$ cat src/rtl/binary_map_writer.sv
// Packs a 1-bit pixel stream LSB-first into 16-bit words and writes them into a ping-pong
// pair of SRAM frame banks. Define BINARY_MAP_WRITER_VERIFY_EN for write-then-readback checking.
module binary_map_writer #(
    parameter int dimen = 1024,
    parameter int width = 16
) (
    input  logic             CLK,
    input  logic             RESET,
    input  logic             en,
    input  logic             pix_valid,
    output logic             pix_ready,
    input  logic             pix_data,
    input  logic             pix_last,
    output logic             CEN,
    output logic             WEN,
    output logic [width:0]   A,
    output logic [15:0]      D,
    output logic             RETN,
    input  logic [15:0]      Q,
    output logic             bank,
    output logic             frame_done,
    output logic             err,
    output logic [1:0]       dbg_state_o
);
    localparam int NUM = dimen * dimen / 16;
    localparam logic [width-1:0] LAST_ADDR = width'(NUM - 1);

    typedef enum logic [1:0] {IDLE, WRITE, VRD, VCMP} state_t;

    state_t            state_q, state_d;
    logic [3:0]        cnt_q, cnt_d;
    logic [15:0]       pack_q, pack_d;
    logic              last_q, last_d;
    logic [width-1:0]  addr_q, addr_d;
    logic              bank_q, bank_d;
    logic              cen_q, cen_d;
    logic              wen_q, wen_d;
    logic [width:0]    a_q, a_d;
    logic [15:0]       d_q, d_d;
    logic              retn_q;
    logic              frame_done_q, frame_done_d;
    logic              err_q, err_d;

    logic              busy;
    logic              accept;
    logic              complete;
    logic              frame_end;
    logic [15:0]       word;
    logic [width-1:0]  addr_nxt;
    logic              bank_nxt;

    // Handshake: a pixel transfers on a posedge where pix_valid & pix_ready are both high;
    // pix_ready never depends on pix_valid.
`ifdef BINARY_MAP_WRITER_VERIFY_EN
    assign busy = (state_q != IDLE);
`else
    assign busy = 1'b0;
    logic unused_q;
    assign unused_q = ^Q;
`endif

    assign pix_ready = en & ~RESET & ~busy;
    assign accept    = pix_valid & pix_ready;
    assign word      = pack_q | ({15'b0, pix_data} << cnt_q);
    assign complete  = accept & ((cnt_q == 4'hF) | pix_last);

    // Address/bank as they will be once the strobe in flight retires, so a word completing
    // during a strobe cycle lands at the following address.
    always_comb begin
        addr_nxt = addr_q;
        bank_nxt = bank_q;
        if (state_q == WRITE) begin
            if (last_q) begin
                addr_nxt = '0;
                bank_nxt = ~bank_q;
            end else begin
                addr_nxt = addr_q + width'(1);
            end
        end
    end

    assign frame_end = pix_last | (addr_nxt == LAST_ADDR);

    // D register doubles as the hold register: it keeps the written word for readback.
    always_comb begin
        state_d      = state_q;
        cnt_d        = cnt_q;
        pack_d       = pack_q;
        last_d       = last_q;
        addr_d       = addr_nxt;
        bank_d       = bank_nxt;
        cen_d        = 1'b1;
        wen_d        = 1'b1;
        a_d          = a_q;
        d_d          = d_q;
        frame_done_d = 1'b0;
        err_d        = err_q;
        if (accept) begin
            if (complete) begin
                pack_d       = '0;
                cnt_d        = '0;
                last_d       = frame_end;
                cen_d        = 1'b0;
                wen_d        = 1'b0;
                a_d          = {bank_nxt, addr_nxt};
                d_d          = word;
                frame_done_d = frame_end;
            end else begin
                pack_d = word;
                cnt_d  = cnt_q + 4'd1;
            end
        end
`ifdef BINARY_MAP_WRITER_VERIFY_EN
        case (state_q)
            IDLE:  if (complete) state_d = WRITE;
            WRITE: begin
                state_d = VRD;
                cen_d   = 1'b0;
                wen_d   = 1'b1;
            end
            VRD:   state_d = VCMP;
            VCMP: begin
                state_d = IDLE;
                if (Q != d_q) err_d = 1'b1;
            end
            default: state_d = IDLE;
        endcase
`else
        state_d = complete ? WRITE : IDLE;
`endif
    end

    always_ff @(posedge CLK) begin
        if (RESET) begin
            state_q      <= IDLE;
            cnt_q        <= '0;
            pack_q       <= '0;
            last_q       <= 1'b0;
            addr_q       <= '0;
            bank_q       <= 1'b0;
            cen_q        <= 1'b1;
            wen_q        <= 1'b1;
            a_q          <= '0;
            d_q          <= '0;
            retn_q       <= 1'b0;
            frame_done_q <= 1'b0;
            err_q        <= 1'b0;
        end else begin
            state_q      <= state_d;
            cnt_q        <= cnt_d;
            pack_q       <= pack_d;
            last_q       <= last_d;
            addr_q       <= addr_d;
            bank_q       <= bank_d;
            cen_q        <= cen_d;
            wen_q        <= wen_d;
            a_q          <= a_d;
            d_q          <= d_d;
            retn_q       <= 1'b1;
            frame_done_q <= frame_done_d;
            err_q        <= err_d;
        end
    end

    assign CEN         = cen_q;
    assign WEN         = wen_q;
    assign A           = a_q;
    assign D           = d_q;
    assign RETN        = retn_q;
    assign bank        = bank_q;
    assign frame_done  = frame_done_q;
    assign err         = err_q;
    assign dbg_state_o = state_q;
endmodule

$ cat config.mk
export PLATFORM = sky130hd
export DESIGN_NAME = binary_map_writer
export DESIGN_NICKNAME = d
export VERILOG_FILES = /design/src/rtl/binary_map_writer.sv
export SDC_FILE = /design/constraint.sdc
export NUM_CORES = 1
export LEC_CHECK = 0
export ABC_CLOCK_PERIOD_IN_PS = 5390
export CAP_MARGIN = 20
export CELL_PAD_IN_SITES_DETAIL_PLACEMENT = 1
export CELL_PAD_IN_SITES_GLOBAL_PLACEMENT = 1
export CORE_MARGIN = 1.5
export CORE_UTILIZATION = 41
export CTS_CLUSTER_DIAMETER = 100
export DETAILED_ROUTE_END_ITERATION = 10
export PLACE_DENSITY_LB_ADDON = 0.05
export SLEW_MARGIN = 0
export SYNTH_ARGS = -nofsm -noshare
export SYNTH_HDL_FRONTEND = slang
export SYNTH_SLANG_ARGS = --single-unit
$ cat constraint.sdc
create_clock -name CLK -period 5.39 [get_ports CLK]
set_clock_uncertainty 0.2 [all_clocks]
set_input_delay 0.539 -clock CLK [delete_from_list [all_inputs] [get_ports CLK]]
set_output_delay 0.539 -clock CLK [all_outputs]
set_load 0.05 [all_outputs]
---- Word level (Yosys, flattened, before mapping) ----
Cells that the tools add are included.
word-level totals
  register bits after elaboration ......... 76
  output and inout bits ................... 42
operators by class
  shift operators ......................... 1
  reduce and logical (&&, ||, !) cells .... 3
  bitwise operators ....................... 10
  equality and inequality tests ........... 3
  mux-type cells .......................... 9
  add/sub/neg operators ................... 2
operators with widths
  operator               count
  $mux 16                3
  $add 16x1->16 const B  1
  $eq 16x16->1 const B   1
  $or 16x16->16          1
  $shl 1x4->16           1
  $mux 1                 5
  $add 4x1->4 const B    1
  $eq 4x4->1 const B     1
  $mux 4                 1
  $not 1->1              4
  $and 1x1->1            3
  $reduce_or 3->1        1
  $eq 2x1->1 const B     1
  $or 1x1->1             2
  $reduce_and 2->1       1
  $reduce_or 2->1        1

---- Depth between registers and ports, before layout ----
Gate-level depths: netlist of run 1.
  depth after elaboration ................. 6
  mapped depth ............................ 9

---- Worst setup path before layout of run 1 ----
No wires, ideal clock.
  path kind ............................... input-to-reg
  start point ............................. in RESET
  end point ............................... reg last_q
  data arrival time ....................... 1,988 ps
  setup slack ............................. 3,140 ps
  cell stages on the path ................. 9
  required time ........................... 5,127 ps
  cell sequence ........................... buf_6 > nor2b_4 > nand2_4 > nor2_8 > inv_2 > a2111oi_0 > and4bb_1 > nand4b_1 > nand3_1
on the way
  longest elaborated chain between the ends .. 5
RTL lines
  element                                line  text
  start, declared                        8     input logic RESET,
  $not 1->1 (*)                          62    assign pix_ready = en & ~RESET & ~busy;
  $and 1x1->1 (*)                        62
  named net pix_ready                    11    output logic pix_ready,
  $and 1x1->1 (*)                        63    assign accept = pix_valid & pix_ready;
  $and 1x1->1                            65    assign complete = accept & ((cnt_q == 4'hF) | pix_last);
  $reduce_and 2->1 (no source line) (*)  n/a
  end signal, assigned                   152   last_q <= last_d;
  end, declared                          33    logic last_q, last_d;
The timed path passes the listed nets; every way through them passes the cells marked *.
A chain may end at the register's enable or synchronous reset.

---- Worst setup path in the final report of run 1 ----
  start point ............................. in RESET
  end point ............................... reg last_q
on the way
  longest elaborated chain between the ends .. 5
RTL lines
  element                            line
  $not 1->1                          62
  $and 1x1->1                        62
  $and 1x1->1                        63
  $and 1x1->1                        65
  $reduce_and 2->1 (no source line)  n/a
Parallel ways exist; a longest one is shown, timed or not.

==> flow_metrics.env, run 1 <==
export IMPL_outcome="complete, no violations"
export IMPL_coreArea_sq_um=7250
export IMPL_power_density_nw_per_um2=293
export IMPL_post_route_util_pct=52.2
export IMPL_arrival_ns=3.48
export IMPL_portBuffers=45
export IMPL_vias=2588
export IMPL_path_buf_inv=2
export IMPL_post_cts_resize_count=0
export IMPL_routed_wl_um=7710
export IMPL_synthCells=345
export IMPL_cts_root_buf="clkbuf_8"
export IMPL_fillCellCount=880
export IMPL_num_rows=31
export IMPL_finalInstanceArea_sq_um=3790
export IMPL_leakage_uw=0.00132
export IMPL_vdd_drop_max_mv=0.172
export IMPL_antenna_found_initial=0
export IMPL_cts_sinks=75
export IMPL_setup_tns_ns=0
export IMPL_swShare_pct=22.5
export IMPL_combinationalPowerShare_pct=5.0
export IMPL_yosys_area_top_type="dfxtp_1"
export IMPL_fmax_ghz=0.294
export IMPL_worst_pin_slew_ns=0.845
export IMPL_fp_dieW_um=89.7
export IMPL_wl_per_cell_um=15.8
export IMPL_power_switching_uw=250
export IMPL_die_h_um=89.7
export IMPL_dpl_cell_area_sq_um=3560
export IMPL_ios=64
export IMPL_async_flop_share_pct=0
export IMPL_hold_viol_final=0
export IMPL_clk_latency_ns=0.34
export IMPL_crit_path_max_incr_delay_ns=0.85
export IMPL_synth_distinct_cells=53
export IMPL_synthFlopType="dfxtp_1"
export IMPL_worstPathRequired_ns=5.47
export IMPL_cp_max_fo=54
export IMPL_yosys_top_cells_area="dfxtp_1 49%, nor2_1 5.6%, nand3_1 4.9%"
export IMPL_routabilityCongestion=0.794
export IMPL_cts_clk_slew_worst_paths_ns=0.08
export IMPL_seq_area_sq_um=1500
export IMPL_drv_cap=0
export IMPL_track_usage_pct=20.8
export IMPL_crit_slowest_cell="clkdlybuf4s50_1"
export IMPL_drc=0
export IMPL_syn_area_sq_um=3080
export IMPL_grt_pass1_vias=2469
export IMPL_whs_endpoint="pack_q[1]$_SDFFE_PP0P_"
export IMPL_htreeDepth=3
export IMPL_grt_pass1_wl_um=12600
export IMPL_cts_buffers=9
export IMPL_drt_vias_per_instance=5.31
export IMPL_layout_nets=407
export IMPL_maxSlewViolCount=0
export IMPL_cp_start_kind="input port"
export IMPL_avgSynthCellArea_sq_um=8.93
export IMPL_post_cts_buffers=0
export IMPL_cp_end_kind="flop"
export IMPL_p_clk_share_pct=44.2
export IMPL_drive_gt1_share_pct=8.25
export IMPL_synth_seq_cells=75
export IMPL_multiInputGateArea_sq_um=1450
export IMPL_min_path_cells=2
export IMPL_rsz0062_at_grt="no"
export IMPL_antenna_left=0
export IMPL_diodes=0
export IMPL_fin_crit_ns=3.40
export IMPL_hp_class="reg -> reg"
export IMPL_critPathTopFamily="buffers and inverters"
export IMPL_ys_warnings_count=0
export IMPL_area_growth_pct=22.9
export IMPL_worstHoldStart="pack_q[1]$_SDFFE_PP0P_"
export IMPL_reg2reg_from="cnt_q[0]$_SDFFE_PP0P_"
export IMPL_grt_max_degree=55
export IMPL_synth_edff_count=0
export IMPL_maxSlewHeadroom_pct=43.5
export IMPL_die_area_sq_um=8050
export IMPL_seqPwrFrac_pct=50.8
export IMPL_cts_tree="built"
export IMPL_fin_total_pwr_uw=1110
export IMPL_path_class="in -> reg"
export IMPL_dpl_hpwl_um=5350
export IMPL_p_int_uw=860
export IMPL_start_util_pct=42.5
export IMPL_reg2regPathDepth=8
export IMPL_path_cells="clkdlybuf4s50_1 > nor2b_4 > nand2_4 > nor2_8 > inv_2 > a2111oi_0 > and4bb_1 > nand4b_1 > nand3_1"
export IMPL_r2r_end="last_q$_SDFFE_PP0P_"
export IMPL_cts_hold_buf=0
export IMPL_cts_buffer_depth=2
export IMPL_seq_area_frac_synth_pct=48.7
export IMPL_rrSetupSlack_ns=2.37
export IMPL_synth_top_area_share_pct=48.7
export IMPL_first_pass_iters=4
export IMPL_grt_ovfl_total=0
export IMPL_drtIter0Drc=64
export IMPL_period_share_pct=63.0
export IMPL_setup_violations_final=0
## per-layer routing
| metal | wire, um | up-vias | part of all wire, % | track usage, % |
|---|---|---|---|---|
| met4 | 78 | 0 | 1.0 | 7.55 |
| met5 | 0 | - | 0 | 0 |
| met2 | 3300 | 51 | 43 | 31.3 |
| met3 | 271 | 8 | 3.5 | 3.66 |
| li1 | - | 1291 | - | - |
| met1 | 4060 | 1238 | 53 | 29.7 |
## worst max path at each step
stage                      from                   to  slack [ns]  cells past startpoint
after floorplan           RESET  last_q$_SDFFE_PP0P_        3.14                      9
after global placement    RESET  last_q$_SDFFE_PP0P_        1.76                      9
after detailed placement  RESET  last_q$_SDFFE_PP0P_        1.68                      9
after CTS                 RESET  last_q$_SDFFE_PP0P_        1.97                      9
after global routing      RESET  last_q$_SDFFE_PP0P_        1.77                      9
final                     RESET  last_q$_SDFFE_PP0P_        1.99                      9
## area by class of cell
cell class,instances,area share (%)
clock buffer,12,4.10
multi-input combinational,245,38.4
timing repair buffer,46,12.1
clock inverter,4,1.92
sequential,75,39.6
tap,99,3.27
inverter,6,0.595
## state kept, by name, indices dropped and copies added, names as in the netlist
signal and cells:
RETN 1, D 16, cnt_q 4, WEN 1
addr_q 16, frame_done 1, last_q 1, bank 1
dbg_state_o 1, pack_q 16, A 17
## metrics by stage
stage | std cells | setup slack, ns | hold slack, ns
6_report | 487 | 1.99 | 0.258
5_1_grt | 487 | 1.77 | 0.292
4_1_cts | 487 | 1.97 | 0.262
3_5_place_dp | 471 | 1.68 | 0.244
3_3_place_gp | 471 | 1.76 | 0.235
2_1_floorplan | 346 | 3.14 | 0.226
## layout by cell type (no fill, tap or decap), types with 3 or more instances in the layout
cell,n
nand2b_1,3
nand3_1,30
a32o_1,4
xnor2_1,11
clkbuf_8,11
nor2_1,46
dfxtp_1,75
nand2_1,30
a31o_2,4
o21ai_0,29
a2bb2oi_1,4
nor3_1,9
xor2_1,5
a21oi_1,21
a31oi_1,5
inv_1,4
clkdlybuf4s50_1,45
o22a_1,5
## power by group through the flow
stage | sequential, uW | combinational [uW] | clock, uW
CTS | 564 | 56.8 | 501
global route | 565 | 60.7 | 523
floorplan | 582 | 34.5 | 0
finish | 564 | 56.0 | 490
global placement | 576 | 55.8 | 0
detailed placement | 577 | 56.6 | 0
## cells in the mapped netlist, types with 2 or more instances
| master | count |
|---|---|
| dfxtp_1 | 75 |
| nand2b_1 | 3 |
| clkbuf_1 | 9 |
| nor2b_1 | 2 |
| nand4_1 | 2 |
| a31o_2 | 4 |
| buf_6 | 2 |
| nor2_1 | 46 |
| a21oi_1 | 21 |
| a2bb2oi_1 | 4 |
| a31oi_1 | 5 |
| a32o_1 | 4 |
| ha_1 | 2 |
| nor3_1 | 9 |
| o22a_1 | 5 |
| xnor2_1 | 11 |
| nand4b_1 | 2 |
| inv_2 | 2 |
| o21ai_0 | 29 |
| and3b_1 | 2 |
| xor2_1 | 5 |
| buf_4 | 3 |
| nor4_2 | 2 |
| inv_1 | 4 |
| buf_2 | 5 |
| nand3_1 | 30 |
| nand2_1 | 30 |
| nand4_4 | 2 |
## cells by family (layout without fill, tap and decap cells)
group	Yosys count	after routing	synth area share, %
adder cells (fa/ha/maj)	2	2	0.812
AO/OA/AOI/OAI	79	79	16.0
AND/OR/NAND/NOR	145	145	25.3
multiplexers	1	1	0.325
flip-flops	75	75	48.7
other	1	2	0.122
XOR/XNOR	16	16	4.55
buffers and inverters	26	68	4.22
## worst reg2reg max path, cell delays in order (launching register included)
cell	delay, ns
dfxtp_1	0.60
ha_1	0.27
a31oi_1	0.21
nor2_8	0.22
inv_2	0.35
a2111oi_0	0.55
and4bb_1	0.27
nand4b_1	0.16
nand3_1	0.13
(Power assumes the default switching activity.)
==> run 2: changes to the inputs <==
--- a/config.mk
+++ b/config.mk
@@ -5,12 +5,12 @@
 export SDC_FILE = /design/constraint.sdc
 export NUM_CORES = 1
 export LEC_CHECK = 0
-export ABC_CLOCK_PERIOD_IN_PS = 5390
+export ABC_CLOCK_PERIOD_IN_PS = 3200
 export CAP_MARGIN = 20
 export CELL_PAD_IN_SITES_DETAIL_PLACEMENT = 1
 export CELL_PAD_IN_SITES_GLOBAL_PLACEMENT = 1
 export CORE_MARGIN = 1.5
-export CORE_UTILIZATION = 41
+export CORE_UTILIZATION = 38
 export CTS_CLUSTER_DIAMETER = 100
 export DETAILED_ROUTE_END_ITERATION = 10
 export PLACE_DENSITY_LB_ADDON = 0.05
==> constraint.sdc (replaced) <==
create_clock -name CLK -period 3.2 [get_ports CLK]
set_clock_uncertainty 0.2 [all_clocks]
set_input_delay 0.32 -clock CLK [delete_from_list [all_inputs] [get_ports CLK]]
set_output_delay 0.32 -clock CLK [all_outputs]
set_load 0.05 [all_outputs]
==> run 2 against run 1 <==
Against the previous run: via count down 0.85%; global-route usage fell by 1.7 points; critical path depth fell by 2; highest routed layer unchanged; flip-flop and latch count did not move; routed wire length grew 0.96%; utilization shrank 3.2 points; combinational power grew 70%.
==> flow_metrics.env, run 2 (synthesized netlist as in run 1, its figures left out) <==
export IMPL_area_growth_pct=24.1
export IMPL_crit_path_max_incr_delay_ns=0.52
export IMPL_cts_clk_slew_worst_paths_ns=0.08
export IMPL_largest_reg_flops=17
export IMPL_cp_end_kind="flop"
export IMPL_routed_wl_um=7790
export IMPL_coreArea_sq_um=7810
export IMPL_crit_path_end="last_q$_SDFFE_PP0P_"
export IMPL_path_cells="ha_1 > nor4bb_1 > a211oi_1 > a2111oi_0 > and4bb_1 > nand4b_1 > nand3_1"
export IMPL_wl_per_cell_um=15.8
export IMPL_antenna_left=0
export IMPL_track_usage_pct=19.1
export IMPL_reg2reg_from="addr_q[0]$_SDFF_PP0_"
export IMPL_final_cell_mix="75 x dfxtp_1, 46 x nor2_1, 45 x clkdlybuf4s50_1"
export IMPL_cts_buffer_depth=2
export IMPL_die_area_sq_um=8660
export IMPL_portBuffers=45
export IMPL_rsz0062_at_grt="no"
export IMPL_start_util_pct=39.5
export IMPL_first_pass_iters=4
export IMPL_fmax_ghz=0.375
export IMPL_post_cts_resize_count=0
export IMPL_cts_sinks=75
export IMPL_reg2regPathDepth=7
export IMPL_grt_pass1_wl_um=12800
export IMPL_cts_tree="built"
export IMPL_routabilityCongestion=0.787
export IMPL_clk_latency_ns=0.35
export IMPL_crit_slowest_cell="dfxtp_1"
export IMPL_worstPathRequired_ns=3.28
export IMPL_layout_nets=409
export IMPL_fin_total_pwr_uw=1940
export IMPL_die_h_um=93.1
export IMPL_drc=0
export IMPL_hp_class="reg -> reg"
export IMPL_cts_hold_buf=0
export IMPL_diodes=0
export IMPL_vdd_drop_max_mv=0.283
export IMPL_drv_cap=0
export IMPL_dp_cells=476
export IMPL_final_common_cell="dfxtp_1"
export IMPL_htreeDepth=3
export IMPL_grt_max_degree=54
export IMPL_antenna_found_initial=0
export IMPL_leakage_uw=0.00133
export IMPL_instances_no_fill=492
export IMPL_setup_violations_final=0
export IMPL_power_density_nw_per_um2=508
export IMPL_rrSetupSlack_ns=0.53
export IMPL_post_cts_buffers=0
export IMPL_outcome="complete, no violations"
export IMPL_worst_pin_slew_ns=0.694
export IMPL_r2r_end="last_q$_SDFFE_PP0P_"
export IMPL_cp_max_fo=9
export IMPL_grt_pass1_vias=2529
export IMPL_period_share_pct=83.4
export IMPL_arrival_ns=2.75
export IMPL_dp_worst_setup_slack_ns=0.568
export IMPL_cts_buffers=9
export IMPL_maxSlewViolCount=0
export IMPL_drt_vias_per_instance=5.22
export IMPL_grt_ovfl_total=0
export IMPL_vias=2566
export IMPL_cp_start_kind="flop"
export IMPL_ios=64
export IMPL_setup_tns_ns=0
export IMPL_fp_dieW_um=93.1
export IMPL_fin_crit_ns=2.67
export IMPL_path_class="reg -> reg"
export IMPL_drive_gt1_share_pct=8.97
export IMPL_dpl_hpwl_um=5390
export IMPL_hold_viol_final=0
export IMPL_num_rows=32
export IMPL_cts_root_buf="clkbuf_8"
export IMPL_startpoint="addr_q[0]$_SDFF_PP0_"
export IMPL_drtIter0Drc=68
export IMPL_maxSlewHeadroom_pct=53.6
export IMPL_worst_slack_ns=0.533
-- run 2: worst min path at each step --
stage                                  from                      end  depth (start not counted)
floorplan           pack_q[11]$_SDFFE_PP0P_  pack_q[11]$_SDFFE_PP0P_                          2
global placement     pack_q[9]$_SDFFE_PP0P_   pack_q[9]$_SDFFE_PP0P_                          2
detailed placement   pack_q[3]$_SDFFE_PP0P_   pack_q[3]$_SDFFE_PP0P_                          2
CTS                  pack_q[9]$_SDFFE_PP0P_   pack_q[9]$_SDFFE_PP0P_                          2
global route             A[13]$_SDFFE_PP0P_       A[13]$_SDFFE_PP0P_                          2
finish               pack_q[9]$_SDFFE_PP0P_   pack_q[9]$_SDFFE_PP0P_                          2
-- run 2: metal layers --
metal	global-route usage, %	vias up	wire, um	part of all wire (%)
li1	-	1289	-	-
met1	27.3	1223	4180	54
met2	28.6	45	3250	42
met3	3.09	9	231	3.0
met4	7.58	0	123	1.6
met5	0	-	0	0
-- run 2: critical path, delay by kind of cell, from the launching register on --
family / cells / cell delay [ns]
AOI/OAI and AO/OA: 2 / 0.61
adders and majority gates: 1 / 0.41
and+or+nand+nor: 4 / 0.87
DFF: 1 / 0.52
-- run 2: stage by stage --
step / area [sq um] / utilization [%] / hold WS [ns]
2_1_floorplan: 3090 / - / 0.226
5_1_grt: 3820 / 49.0 / 0.300
4_1_cts: 3820 / 49.0 / 0.267
3_5_place_dp: 3580 / 45.8 / 0.247
6_report: 3820 / 49.0 / 0.263
3_3_place_gp: 3580 / 45.8 / 0.237
-- run 2: report_power, final --
group	internal, uW	total [uW]	switching, uW
sequential	939	949	10.1
clock	523	899	376
combinational	28.6	95.4	66.9
-- run 2: cell type report --
type                       count  area, sq um
timing repair buffer          48          473
clock buffer                   9          124
multi-input combinational    245         1450
sequential                    75         1500
tap                          102          128
clock inverter                 7          123
inverter                       6         22.5
fill                         936         3980
